<file path="src/rtl/rv_pkg.sv">
// rv_pkg: shared fetch FSM state type and pipeline constants for the RV32I core.
package rv_pkg;
  typedef enum logic [1:0] {REQ, WAIT, HOLD, DROP} fetch_state_t;
  localparam logic [31:0] NOP_INSTR = 32'h0000_0013;
  localparam logic [31:0] RESET_PC  = 32'h0000_0000;
endpackage

</file>
<file path="src/rtl/fetch_stage_if_id_reg.sv">
// if_id_reg: pipeline register with flush > stall > load > bubble priority.
module if_id_reg #(
  parameter int         W   = 32,
  parameter logic [W-1:0] NOP = '0
) (
  input  logic         clk,
  input  logic         rst,
  input  logic         i_flush,
  input  logic         i_stall,
  input  logic         i_load,
  input  logic [W-1:0] i_instr,
  input  logic [W-1:0] i_pc,
  input  logic [W-1:0] i_pcplus4,
  output logic [W-1:0] o_instr,
  output logic [W-1:0] o_pc,
  output logic [W-1:0] o_pcplus4,
  output logic         o_valid
);
  logic [W-1:0] r_instr, r_pc, r_pcplus4;
  logic         r_valid;
  logic         w_take;
  assign w_take = i_load && !i_flush;
  always_ff @(posedge clk or posedge rst)
    if (rst) begin
      r_instr   <= NOP;
      r_pc      <= '0;
      r_pcplus4 <= '0;
      r_valid   <= 1'b0;
    end else if (i_flush || !i_stall) begin
      r_instr   <= w_take ? i_instr : NOP;
      r_pc      <= w_take ? i_pc : '0;
      r_pcplus4 <= w_take ? i_pcplus4 : '0;
      r_valid   <= w_take;
    end
  assign o_instr   = r_instr;
  assign o_pc      = r_pc;
  assign o_pcplus4 = r_pcplus4;
  assign o_valid   = r_valid;
endmodule

</file>
<file path="src/rtl/fetch_stage.sv">
// fetch_stage: owns PCF, runs the single-outstanding imem handshake and feeds IF/ID.
module fetch_stage import rv_pkg::*; #(
  parameter int                    DATA_WIDTH = 32,
  parameter logic [DATA_WIDTH-1:0] RESET_PC   = rv_pkg::RESET_PC,
  parameter logic [DATA_WIDTH-1:0] NOP_INSTR  = rv_pkg::NOP_INSTR
) (
  input  logic                  clk,
  input  logic                  rst,
  input  logic                  StallF,
  input  logic                  StallD,
  input  logic                  FlushD,
  input  logic                  PCSrcE,
  input  logic [DATA_WIDTH-1:0] PCTargetE,
  output logic                  imem_req,
  output logic [DATA_WIDTH-1:0] imem_addr,
  input  logic                  imem_gnt,
  input  logic                  imem_rvalid,
  input  logic [DATA_WIDTH-1:0] imem_rdata,
  output logic                  FetchBusyF,
  output logic [DATA_WIDTH-1:0] InstrD,
  output logic [DATA_WIDTH-1:0] PCD,
  output logic [DATA_WIDTH-1:0] PCPlus4D,
  output logic                  ValidD
);
  fetch_state_t          r_state, w_next;
  logic [DATA_WIDTH-1:0] r_pc, r_buf, w_instr, w_pcplus4;
  logic                  w_avail, w_adv, w_leave;
  assign w_avail    = (r_state == WAIT && imem_rvalid) || r_state == HOLD;
  assign w_instr    = r_state == HOLD ? r_buf : imem_rdata;
  assign w_adv      = w_avail && !StallF && !PCSrcE;
  assign w_leave    = w_adv || PCSrcE;
  assign w_pcplus4  = r_pc + DATA_WIDTH'(4);
  assign imem_req   = !rst && r_state == REQ;
  assign imem_addr  = r_pc;
  assign FetchBusyF = !w_avail;
  // A redirect with a request in flight must wait out the stale response in DROP.
  always_comb begin
    w_next = r_state;
    case (r_state)
      REQ:     w_next = imem_gnt ? (PCSrcE ? DROP : WAIT) : REQ;
      WAIT:    w_next = imem_rvalid ? (w_leave ? REQ : HOLD) : (PCSrcE ? DROP : WAIT);
      HOLD:    w_next = w_leave ? REQ : HOLD;
      default: w_next = imem_rvalid ? REQ : DROP;
    endcase
  end
  always_ff @(posedge clk or posedge rst)
    if (rst) begin
      r_state <= REQ;
      r_pc    <= RESET_PC;
      r_buf   <= '0;
    end else begin
      r_state <= w_next;
      r_pc    <= PCSrcE ? PCTargetE : w_adv ? w_pcplus4 : r_pc;
      if (r_state == WAIT && imem_rvalid && !w_leave) r_buf <= imem_rdata;
    end
  if_id_reg #(.W(DATA_WIDTH), .NOP(NOP_INSTR)) u_if_id (
    .clk       (clk),
    .rst       (rst),
    .i_flush   (FlushD || PCSrcE),
    .i_stall   (StallD),
    .i_load    (w_adv),
    .i_instr   (w_instr),
    .i_pc      (r_pc),
    .i_pcplus4 (w_pcplus4),
    .o_instr   (InstrD),
    .o_pc      (PCD),
    .o_pcplus4 (PCPlus4D),
    .o_valid   (ValidD)
  );
endmodule

</file>
<file path="config.mk">
export PLATFORM = sky130hd
export DESIGN_NAME = fetch_stage
export DESIGN_NICKNAME = d
export VERILOG_FILES = /design/src/rtl/rv_pkg.sv /design/src/rtl/fetch_stage_if_id_reg.sv /design/src/rtl/fetch_stage.sv
export SDC_FILE = /design/constraint.sdc
export NUM_CORES = 1
export LEC_CHECK = 0
export BUFFER_PORTS_ARGS = -buffer_cell sky130_fd_sc_hd__buf_2
export CAP_MARGIN = 20
export CORE_MARGIN = 8
export CORE_UTILIZATION = 53
export CTS_CLUSTER_SIZE = 40
export DETAILED_ROUTE_END_ITERATION = 8
export PLACE_DENSITY = 0.8
export SYNTH_ARGS = -nofsm -noshare
export SYNTH_HDL_FRONTEND = slang
export SYNTH_SLANG_ARGS = --single-unit
</file>
<file path="constraint.sdc">
create_clock -name clk -period 6.4 [get_ports clk]
set_input_delay 1.28 -clock clk [delete_from_list [all_inputs] [get_ports clk]]
set_output_delay 1.28 -clock clk [all_outputs]
set_load 0.005 [all_outputs]
</file>
==> results of run 1 <==
routing by layer:
metal / up-vias / wire, um
met5: - / 33
met1: 3184 / 8770
met2: 250 / 9890
li1: 2949 / -
met4: 6 / 566
met3: 48 / 2160
path summary, 6_finish.rpt:
path | start | end | slack (ns)
max in group asynchronous | rst | imem_addr[12]$_DFFE_PP0P_ | 4.05
min in group asynchronous | rst | u_if_id.o_instr[6]$_DFFE_PP0P_ | 1.04
max | PCSrcE | u_if_id.o_pcplus4[25]$_DFFE_PP0P_ | 2.91
min | u_if_id.o_pcplus4[18]$_DFFE_PP0P_ | u_if_id.o_pcplus4[18]$_DFFE_PP0P_ | 0.47
min reg2reg | u_if_id.o_pcplus4[18]$_DFFE_PP0P_ | u_if_id.o_pcplus4[18]$_DFFE_PP0P_ | 0.47
max reg2reg | imem_addr[2]$_DFFE_PP0P_ | imem_addr[24]$_DFFE_PP0P_ | 3.51
where the power goes:
part / internal [uW] / leakage [uW] / switching, uW
combinational: 256 / 0.00212 / 272
clock: 662 / 0.000287 / 407
sequential: 1170 / 0.00210 / 130
synthesized netlist by cell type, drive strengths merged, types with 6 or more instances:
| cell | number | area [um^2] |
|---|---|---|
| dfrtp | 158 | 3950 |
| nand2 | 91 | 342 |
| o21ai | 62 | 310 |
| clkbuf | 49 | 185 |
| mux2 | 34 | 383 |
| nand3 | 34 | 170 |
| mux2i | 31 | 310 |
| a22o | 30 | 263 |
| nor2 | 28 | 105 |
| or4 | 23 | 173 |
| buf | 19 | 100 |
| o211ai | 19 | 143 |
| a31oi | 18 | 113 |
| nand4 | 15 | 106 |
| o31ai | 11 | 82.6 |
| xnor2 | 11 | 96.3 |
| xor2 | 11 | 96.3 |
| and3 | 8 | 50.1 |
| and4 | 6 | 52.6 |
cell type report:
class	instances	area, um^2
Antenna cell	1	2.50
Clock buffer	22	454
Clock inverter	9	156
Fill cell	1094	4680
Inverter	5	23.8
Multi-Input combinational cell	486	3250
Sequential cell	161	4030
Tap cell	180	225
Timing Repair Buffer	209	1060
cell families (layout without fill, tap and decap cells):
kind of cell,Yosys count,in the layout,share of synthesized area (%)
muxes,65,65,9.19
buffers and inverters,73,245,4.03
other,0,1,0
AOI/OAI and AO/OA,166,166,14.9
xor gates and xnor gates,22,22,2.56
adders and majority gates,1,1,0.166
and+or+nand+nor,232,232,15.7
DFF,161,161,53.5
sequential cells by signal (all words and copies together) (netlist names):
| name | flops |
|---|---|
| imem_addr | 32 |
| r_buf | 32 |
| u_if_id.o_instr | 32 |
| u_if_id.o_pc | 32 |
| u_if_id.o_pcplus4 | 30 |
| r_state | 2 |
| u_if_id.o_valid | 1 |
critical path, delay by kind of cell:
kind                   cells  cell delay, ns
AOI/OAI and AO/OA          2            1.03
buffers and inverters      2            0.79
and+or+nand+nor            2            0.69
metrics by stage:
stage / hold WS [ns] / total power (uW) / cells / setup WS [ns] / area, um^2
3_3_place_gp: 0.456 / 1810 / 1040 / 2.59 / 8590
5_1_grt: 0.497 / 3010 / 1073 / 2.75 / 9200
4_1_cts: 0.474 / 2900 / 1071 / 2.93 / 9200
3_5_place_dp: 0.459 / 1840 / 1040 / 2.49 / 8590
2_1_floorplan: 0.471 / 1650 / 720 / 0.777 / 7540
6_report: 0.470 / 2890 / 1073 / 2.91 / 9200
==> results_dict.tcl, run 1 <==
set metrics [dict create \
    status "finished clean" \
    core_area_mm2 0.0139 \
    postCtsSetupRepairBufs 0 \
    hold_path_class "flip-flop to flip-flop" \
    ys_seq_area_share_pct 53.5 \
    grt_pass1_wl_um 34300 \
    finalCriticalPeriod_ns 3.49 \
    clk_path_buf_depth 2 \
    yosys_warnings 0 \
    ir_drop_mv 0.195 \
    hold_violations 0 \
    cts_max_level 4 \
    cts_resized 0 \
    synthesis.area_mm2 0.00754 \
    max-slew-margin-rel_pct 31.5 \
    antenna_found_initial 4 \
    cp_slowest_cell "a211oi_4" \
    met1_usage_pct 29.6 \
    die_h_um 135 \
    busiest_layer "met2" \
    layout_commonest_cell "buf_2" \
    path_class "input pin to flip-flop" \
    synthCells 720 \
    fmax_mhz 286 \
    yosysUniqueCellTypes 51 \
    worst_ep_arrival_time_ns 3.85 \
    pin_count 203 \
    worst_pin_slew_ns 1.03 \
    syn_to_final_growth_pct 22.1 \
    grt_max_degree 105 \
    final_util_pct 66.3 \
    ctsHoldBuffers 0 \
    cap_violations 0 \
    syn_avg_cell_area_um2 10.5 \
    dp.final_hpwl_um 14600 \
    firstDrtPassIters 5 \
    leakage_uw 0.00451 \
    drcViolationCount 0 \
    cts-root-buf "clkbuf_16" \
    ys.flop_type "dfrtp_1" \
    startpoint_type "input pin" \
    numCtsBuffers 17 \
    crit_fanout 37 \
    syn_nets 793 \
    nNetsFinal 953 \
    hold_depth 2 \
    start_util_pct 54.3 \
    use_met3_pct 8.68 \
    skew_ns 0.00725 \
    rows 43 \
    die_w_um 135 \
    postRouteAntennaNets 0 \
    clock-sinks 161 \
    rsz0062_at_grt "false" \
    clk_pin_slew_ns 0.06 \
    slowest_delay_ns 0.84 \
    first_iter_violations 589 \
    grt_use_total_pct 23.6 \
    vias 6437 \
    final-max-slew-violation-count 0 \
    critPathRequiredTime_ns 6.75 \
    io_buffers 202 \
    wl_per_cell_um 20.0 \
    reg2regPathDepth 5 \
    synth-edff-count 0 \
    routed_wirelength_um 21400 \
    cts_tree "built" \
    async_flop_share_pct 100 \
    worstSkewPairLatency_ns 0.42 \
    met2_usage_pct 36.5 \
    ys_ff_latch 161 \
    final.period_utilization_pct 54.6 \
    first_global_vias 6340 \
    drive_gt1_share_pct 31.7 \
    setup_tns_ns 0 \
    endpoint_kind "flip-flop" \
    floorplan.die_area_mm2 0.0183 \
    viasPerCell 6.00 \
    p_per_area_mw_per_mm2 314 \
    gp_congestion 0.790 \
    cp_cell_sequence "buf_2 -> or3_1 -> a211oi_4 -> buf_4 -> a32oi_1 -> nand3_1" \
    grt-ovfl-total 0 \
    setup_violations 0 \
    final_cell_mix "buf_2, dfrtp_1, nand2_1" \
]
(Power assumes the default switching activity.)
==> run 2, diff against run 1 <==
==> constraint.sdc (replaced) <==
create_clock -name clk -period 3.45 [get_ports clk]
set_input_delay 0.69 -clock clk [delete_from_list [all_inputs] [get_ports clk]]
set_output_delay 0.69 -clock clk [all_outputs]
set_load 0.005 [all_outputs]
==> results_dict.tcl, run 2 (synthesis results as in run 1) <==
set metrics [dict create \
    clk_path_buf_depth 2 \
    antenna_found_initial 0 \
    skew_ns 0.00761 \
    dp_cells 1049 \
    io_buffers 202 \
    routed_wirelength_um 21300 \
    ctsHoldBuffers 0 \
    rrSetupSlack_ns 0.96 \
    first_global_vias 6384 \
    p_switching_uw 1510 \
    drive_gt1_share_pct 32.7 \
    numCtsBuffers 17 \
    clock-sinks 161 \
    cts_resized 0 \
    vias 6457 \
    critPathRequiredTime_ns 3.78 \
    rows 43 \
    cp.buffers_inverters 0 \
    pin_count 203 \
    cp_slowest_cell "or4_1" \
    cp_cell_sequence "nand4_2 -> or4_1 -> or4_1 -> a31oi_1" \
    rr_startpoint "imem_addr[7]$_DFFE_PP0P_" \
    worst_pin_slew_ns 1.02 \
    die_h_um 135 \
    path_class "flip-flop to flip-flop" \
    critical_path.top_delay_family "simple AND/OR/NAND/NOR gates" \
    endpoint_kind "flip-flop" \
    postCtsSetupRepairBufs 0 \
    slowest_delay_ns 0.84 \
    clk_pin_slew_ns 0.06 \
    postRouteAntennaNets 0 \
    clkPwrFrac_pct 37.3 \
    final.period_utilization_pct 72.3 \
    gp_congestion 0.821 \
    rsz0062_at_grt "false" \
    crit_fanout 19 \
    cts_max_level 4 \
    p_int_uw 3900 \
    fmax_mhz 401 \
    syn_to_final_growth_pct 23.5 \
    first_iter_violations 681 \
    status "finished clean" \
    p_per_area_mw_per_mm2 580 \
    worst_ep_arrival_time_ns 2.82 \
    wl_per_cell_um 19.7 \
    startpoint_type "flip-flop" \
    viasPerCell 5.97 \
    grt_pass1_wl_um 34000 \
    hold_path_class "input pin to async pin" \
    finalCriticalPeriod_ns 2.49 \
    die_w_um 135 \
    leakage_uw 0.00457 \
    power_frac_comb_pct 18.4 \
    cp_common_cell "or4_1" \
    grt-ovfl-total 0 \
    core_area_mm2 0.0139 \
    setup_tns_ns 0 \
    max-slew-margin-rel_pct 31.9 \
    floorplan.die_area_mm2 0.0183 \
    layoutNonFillerInstCount 1082 \
    cts_tree "built" \
    p_sw_share_pct 27.9 \
    cts-root-buf "clkbuf_16" \
    drcViolationCount 0 \
    final-max-slew-violation-count 0 \
    grt_use_total_pct 23.3 \
    ir_drop_mv 0.379 \
    reg2regPathDepth 4 \
    worstSkewPairLatency_ns 0.42 \
    seqPwrFrac_pct 44.3 \
    nNetsFinal 961 \
    setup_violations 0 \
    hold_violations 0 \
    start_util_pct 54.3 \
    layout_commonest_cell "buf_2" \
    worstReg2RegEnd "imem_addr[25]$_DFFE_PP0P_" \
    grt_max_degree 93 \
    final_cell_mix "buf_2, dfrtp_1, nand2_1" \
    firstDrtPassIters 5 \
    cap_violations 0 \
    dp.final_hpwl_um 14700 \
]
==> run 2: worst max-delay path by stage <==
stage                                         from                         endpoint  slack [ns]  depth (start not counted)
after global routing      imem_addr[7]$_DFFE_PP0P_        imem_addr[25]$_DFFE_PP0P_        0.87                          4
after floorplan                                rst         imem_addr[0]$_DFFE_PP0P_        0.72                          1
after global placement                      StallF  u_if_id.o_instr[22]$_DFFE_PP0P_        0.90                          6
after detailed placement                    StallF   u_if_id.o_instr[9]$_DFFE_PP0P_        0.85                          6
final                     imem_addr[7]$_DFFE_PP0P_        imem_addr[25]$_DFFE_PP0P_        0.96                          4
after CTS                 imem_addr[7]$_DFFE_PP0P_        imem_addr[25]$_DFFE_PP0P_        0.95                          4
==> run 2: worst register-to-register path: cells and delay by family (launching register included) <==
family,cells,cell delay [ns]
compound gates,1,0.20
simple gates,3,1.66
flops,1,0.54
==> run 2: area by class of cell <==
type | count | area [um^2]
Fill cell | 1074 | 4560
Sequential cell | 161 | 4030
Multi-Input combinational cell | 486 | 3250
Timing Repair Buffer | 217 | 1150
Clock buffer | 20 | 457
Tap cell | 180 | 225
Clock inverter | 12 | 180
Inverter | 5 | 22.5
Antenna cell | 1 | 2.50
==> run 2: routing by layer <==
metal,track usage (%),wire length [um],up-vias
li1,-,-,2988
met1,30.0,8950,3172
met2,36.6,10100,265
met3,6.82,1850,32
met4,8.33,415,0
met5,0,0,-
==> run 2: power by group through the flow <==
stage	combinational (uW)	sequential, uW	clock [uW]
floorplan	732	2330	0
global route	1090	2440	2110
global placement	967	2400	0
detailed placement	1000	2420	0
CTS	1000	2390	2040
finish	993	2400	2020
==> run 2: through the flow <==
stage / area (um^2) / hold WS (ns) / power [uW] / setup WS (ns) / util, %
global route: 9310 / 0.476 / 5640 / 0.872 / 67.1
floorplan: 7540 / 0.471 / 3060 / 0.720 / -
finish: 9320 / 0.421 / 5410 / 0.957 / 67.1
CTS: 9310 / 0.447 / 5440 / 0.955 / 67.1
global placement: 8680 / 0.457 / 3370 / 0.899 / 62.5
detailed placement: 8680 / 0.463 / 3420 / 0.851 / 62.5
==> run 3, diff against run 2 <==
--- a/config.mk
+++ b/config.mk
@@ -8,10 +8,10 @@
 export BUFFER_PORTS_ARGS = -buffer_cell sky130_fd_sc_hd__buf_2
 export CAP_MARGIN = 20
 export CORE_MARGIN = 8
-export CORE_UTILIZATION = 53
+export CORE_UTILIZATION = 48
 export CTS_CLUSTER_SIZE = 40
 export DETAILED_ROUTE_END_ITERATION = 8
-export PLACE_DENSITY = 0.8
+export PLACE_DENSITY = 0.77
 export SYNTH_ARGS = -nofsm -noshare
 export SYNTH_HDL_FRONTEND = slang
 export SYNTH_SLANG_ARGS = --single-unit
==> constraint.sdc (replaced) <==
create_clock -name clk -period 2 [get_ports clk]
set_input_delay 0.4 -clock clk [delete_from_list [all_inputs] [get_ports clk]]
set_output_delay 0.4 -clock clk [all_outputs]
set_load 0.005 [all_outputs]
==> results_dict.tcl, run 3 (synthesis results as in run 1) <==
set metrics [dict create \
    grt-ovfl-total 0 \
    multiInputGateArea_mm2 0.00331 \
    clock-sinks 161 \
    die_w_um 141 \
    clk_pin_slew_ns 0.07 \
    final_util_pct 64.7 \
    status "finished clean" \
    startpoint_type "flip-flop" \
    skew_ns 0.0100 \
    cp_cell_sequence "nand4_4 -> or4_4 -> buf_12 -> or4_1 -> a31oi_1" \
    hold_path_class "input pin to async pin" \
    io_buffers 202 \
    crit_fanout 8 \
    max-slew-margin-rel_pct 60.2 \
    p_per_area_mw_per_mm2 961 \
    hold_violations 0 \
    routed_wirelength_um 23300 \
    p_int_uw 6850 \
    start_util_pct 48.3 \
    leakage_uw 0.00498 \
    first_global_vias 6823 \
    setup_violations 0 \
    final_cell_mix "buf_2, dfrtp_1, nand2_1" \
    ctsHoldBuffers 0 \
    power_frac_comb_pct 23.2 \
    vias 6817 \
    regArea_mm2 0.00403 \
    core_area_mm2 0.0156 \
    p_total_uw 9700 \
    rrSetupSlack_ns 0.01 \
    fmax_mhz 503 \
    path_class "flip-flop to flip-flop" \
    cts_max_level 4 \
    postRouteAntennaNets 0 \
    drive_gt1_share_pct 38.8 \
    worst_ep_arrival_time_ns 2.34 \
    final.period_utilization_pct 99.4 \
    worst_pin_slew_ns 0.597 \
    rows 46 \
    syn_to_final_growth_pct 33.9 \
    grt_max_degree 97 \
    cts_tree "built" \
    wl_per_cell_um 19.6 \
    cp_slowest_cell "or4_4" \
    seqPwrFrac_pct 41.5 \
    grt_pass1_wl_um 36900 \
    clk_path_buf_depth 2 \
    final-max-slew-violation-count 0 \
    floorplan.die_area_mm2 0.0200 \
    reg2regPathDepth 5 \
    viasPerCell 5.72 \
    antenna_found_initial 2 \
    worstSkewPairLatency_ns 0.43 \
    layout_commonest_cell "buf_2" \
    endpoint_kind "flip-flop" \
    drcViolationCount 0 \
    fillerInstances 1255 \
    die_h_um 141 \
    finalCriticalPeriod_ns 1.99 \
    setup_tns_ns 0 \
    cap_violations 0 \
    dp.final_hpwl_um 16100 \
    first_iter_violations 470 \
    worstReg2RegEnd "imem_addr[29]$_DFFE_PP0P_" \
    firstDrtPassIters 5 \
    ir_drop_mv 0.608 \
    gp_congestion 0.817 \
    slowest_delay_ns 0.58 \
    critPathRequiredTime_ns 2.36 \
    nNetsFinal 1034 \
    cts-root-buf "clkbuf_16" \
    grt_use_total_pct 23.4 \
    pin_count 203 \
    numCtsBuffers 17 \
    p_switching_uw 2850 \
    rr_startpoint "imem_addr[14]$_DFFE_PP0P_" \
    p_sw_share_pct 29.4 \
    clkPwrFrac_pct 35.4 \
    rsz0062_at_grt "true" \
]
run 3: cell count changes in the layout (fill, tap and decap cells not counted), sizes merged:
cell    previous run  this run
clkinv             6         5
diode              1         2
bufinv             4         3
clkbuf            20        18
inv                4         9
buf              217       289
run 3: worst max-delay path by stage:
stage / start / endpoint / slack (ns) / cells past startpoint
after floorplan: rst / imem_addr[0]$_DFFE_PP0P_ / -0.44 / 1
after global placement: imem_addr[11]$_DFFE_PP0P_ / imem_addr[25]$_DFFE_PP0P_ / -0.03 / 5
after detailed placement: imem_addr[11]$_DFFE_PP0P_ / imem_addr[25]$_DFFE_PP0P_ / -0.09 / 5
after CTS: r_state[0]$_DFF_PP0_ / FetchBusyF / 0.0005 / 5
after global routing: r_state[0]$_DFF_PP0_ / imem_addr[17]$_DFFE_PP0P_ / -0.03 / 6
final: imem_addr[14]$_DFFE_PP0P_ / imem_addr[29]$_DFFE_PP0P_ / 0.01 / 5
run 3: repair_timing:
| action | 4_1_cts | 5_1_grt |
|---|---|---|
| resized for setup | 6 | 16 |
| buffers inserted | 5 | 7 |
| pin swaps | 0 | 8 |
| setup endpoints to repair | 8 | 55 |
| gates cloned | 0 | 2 |
run 3: critical path, delay by kind of cell (launching register included):
family / cells / cell delay, ns
and+or+nand+nor: 3 / 1.19
DFF: 1 / 0.41
AOI/OAI and AO/OA: 1 / 0.16
buffers and inverters: 1 / 0.16
run 3: routing by layer:
metal / up-vias / wire length, um / track usage, %
met5: - / 0 / 0
met1: 3338 / 9500 / 28.5
met2: 300 / 11400 / 38.6
li1: 3130 / - / -
met4: 0 / 599 / 8.82
met3: 49 / 1840 / 6.65
run 3: area by class of cell:
type	instances	share of cell area (%)
Inverter	5	0.223
Sequential cell	161	40.0
Timing Repair Buffer	290	18.2
Multi-Input combinational cell	486	32.7
Clock buffer	17	4.21
Clock inverter	15	1.97
Tap cell	216	2.68
Antenna cell	2	0.0496
run 3: through the flow:
step           hold slack [ns]  std cells  cell area, um^2  worst slack, ns
6_report                0.0948       1192            10100           0.0111
3_3_place_gp             0.457       1144             9260          -0.0276
4_1_cts                  0.107       1181             9940         0.000548
3_5_place_dp             0.460       1144             9260          -0.0873
2_1_floorplan            0.471        720             7580           -0.440
5_1_grt                  0.119       1192            10100          -0.0315
run 3: power groups by stage:
stage / Clock, uW / Sequential, uW / Combinational [uW]
2_1_floorplan: 0 / 4020 / 1280
4_1_cts: 3480 / 4010 / 2180
6_report: 3430 / 4020 / 2250
5_1_grt: 3620 / 4070 / 2440
3_5_place_dp: 0 / 4070 / 2110
3_3_place_gp: 0 / 4030 / 2040
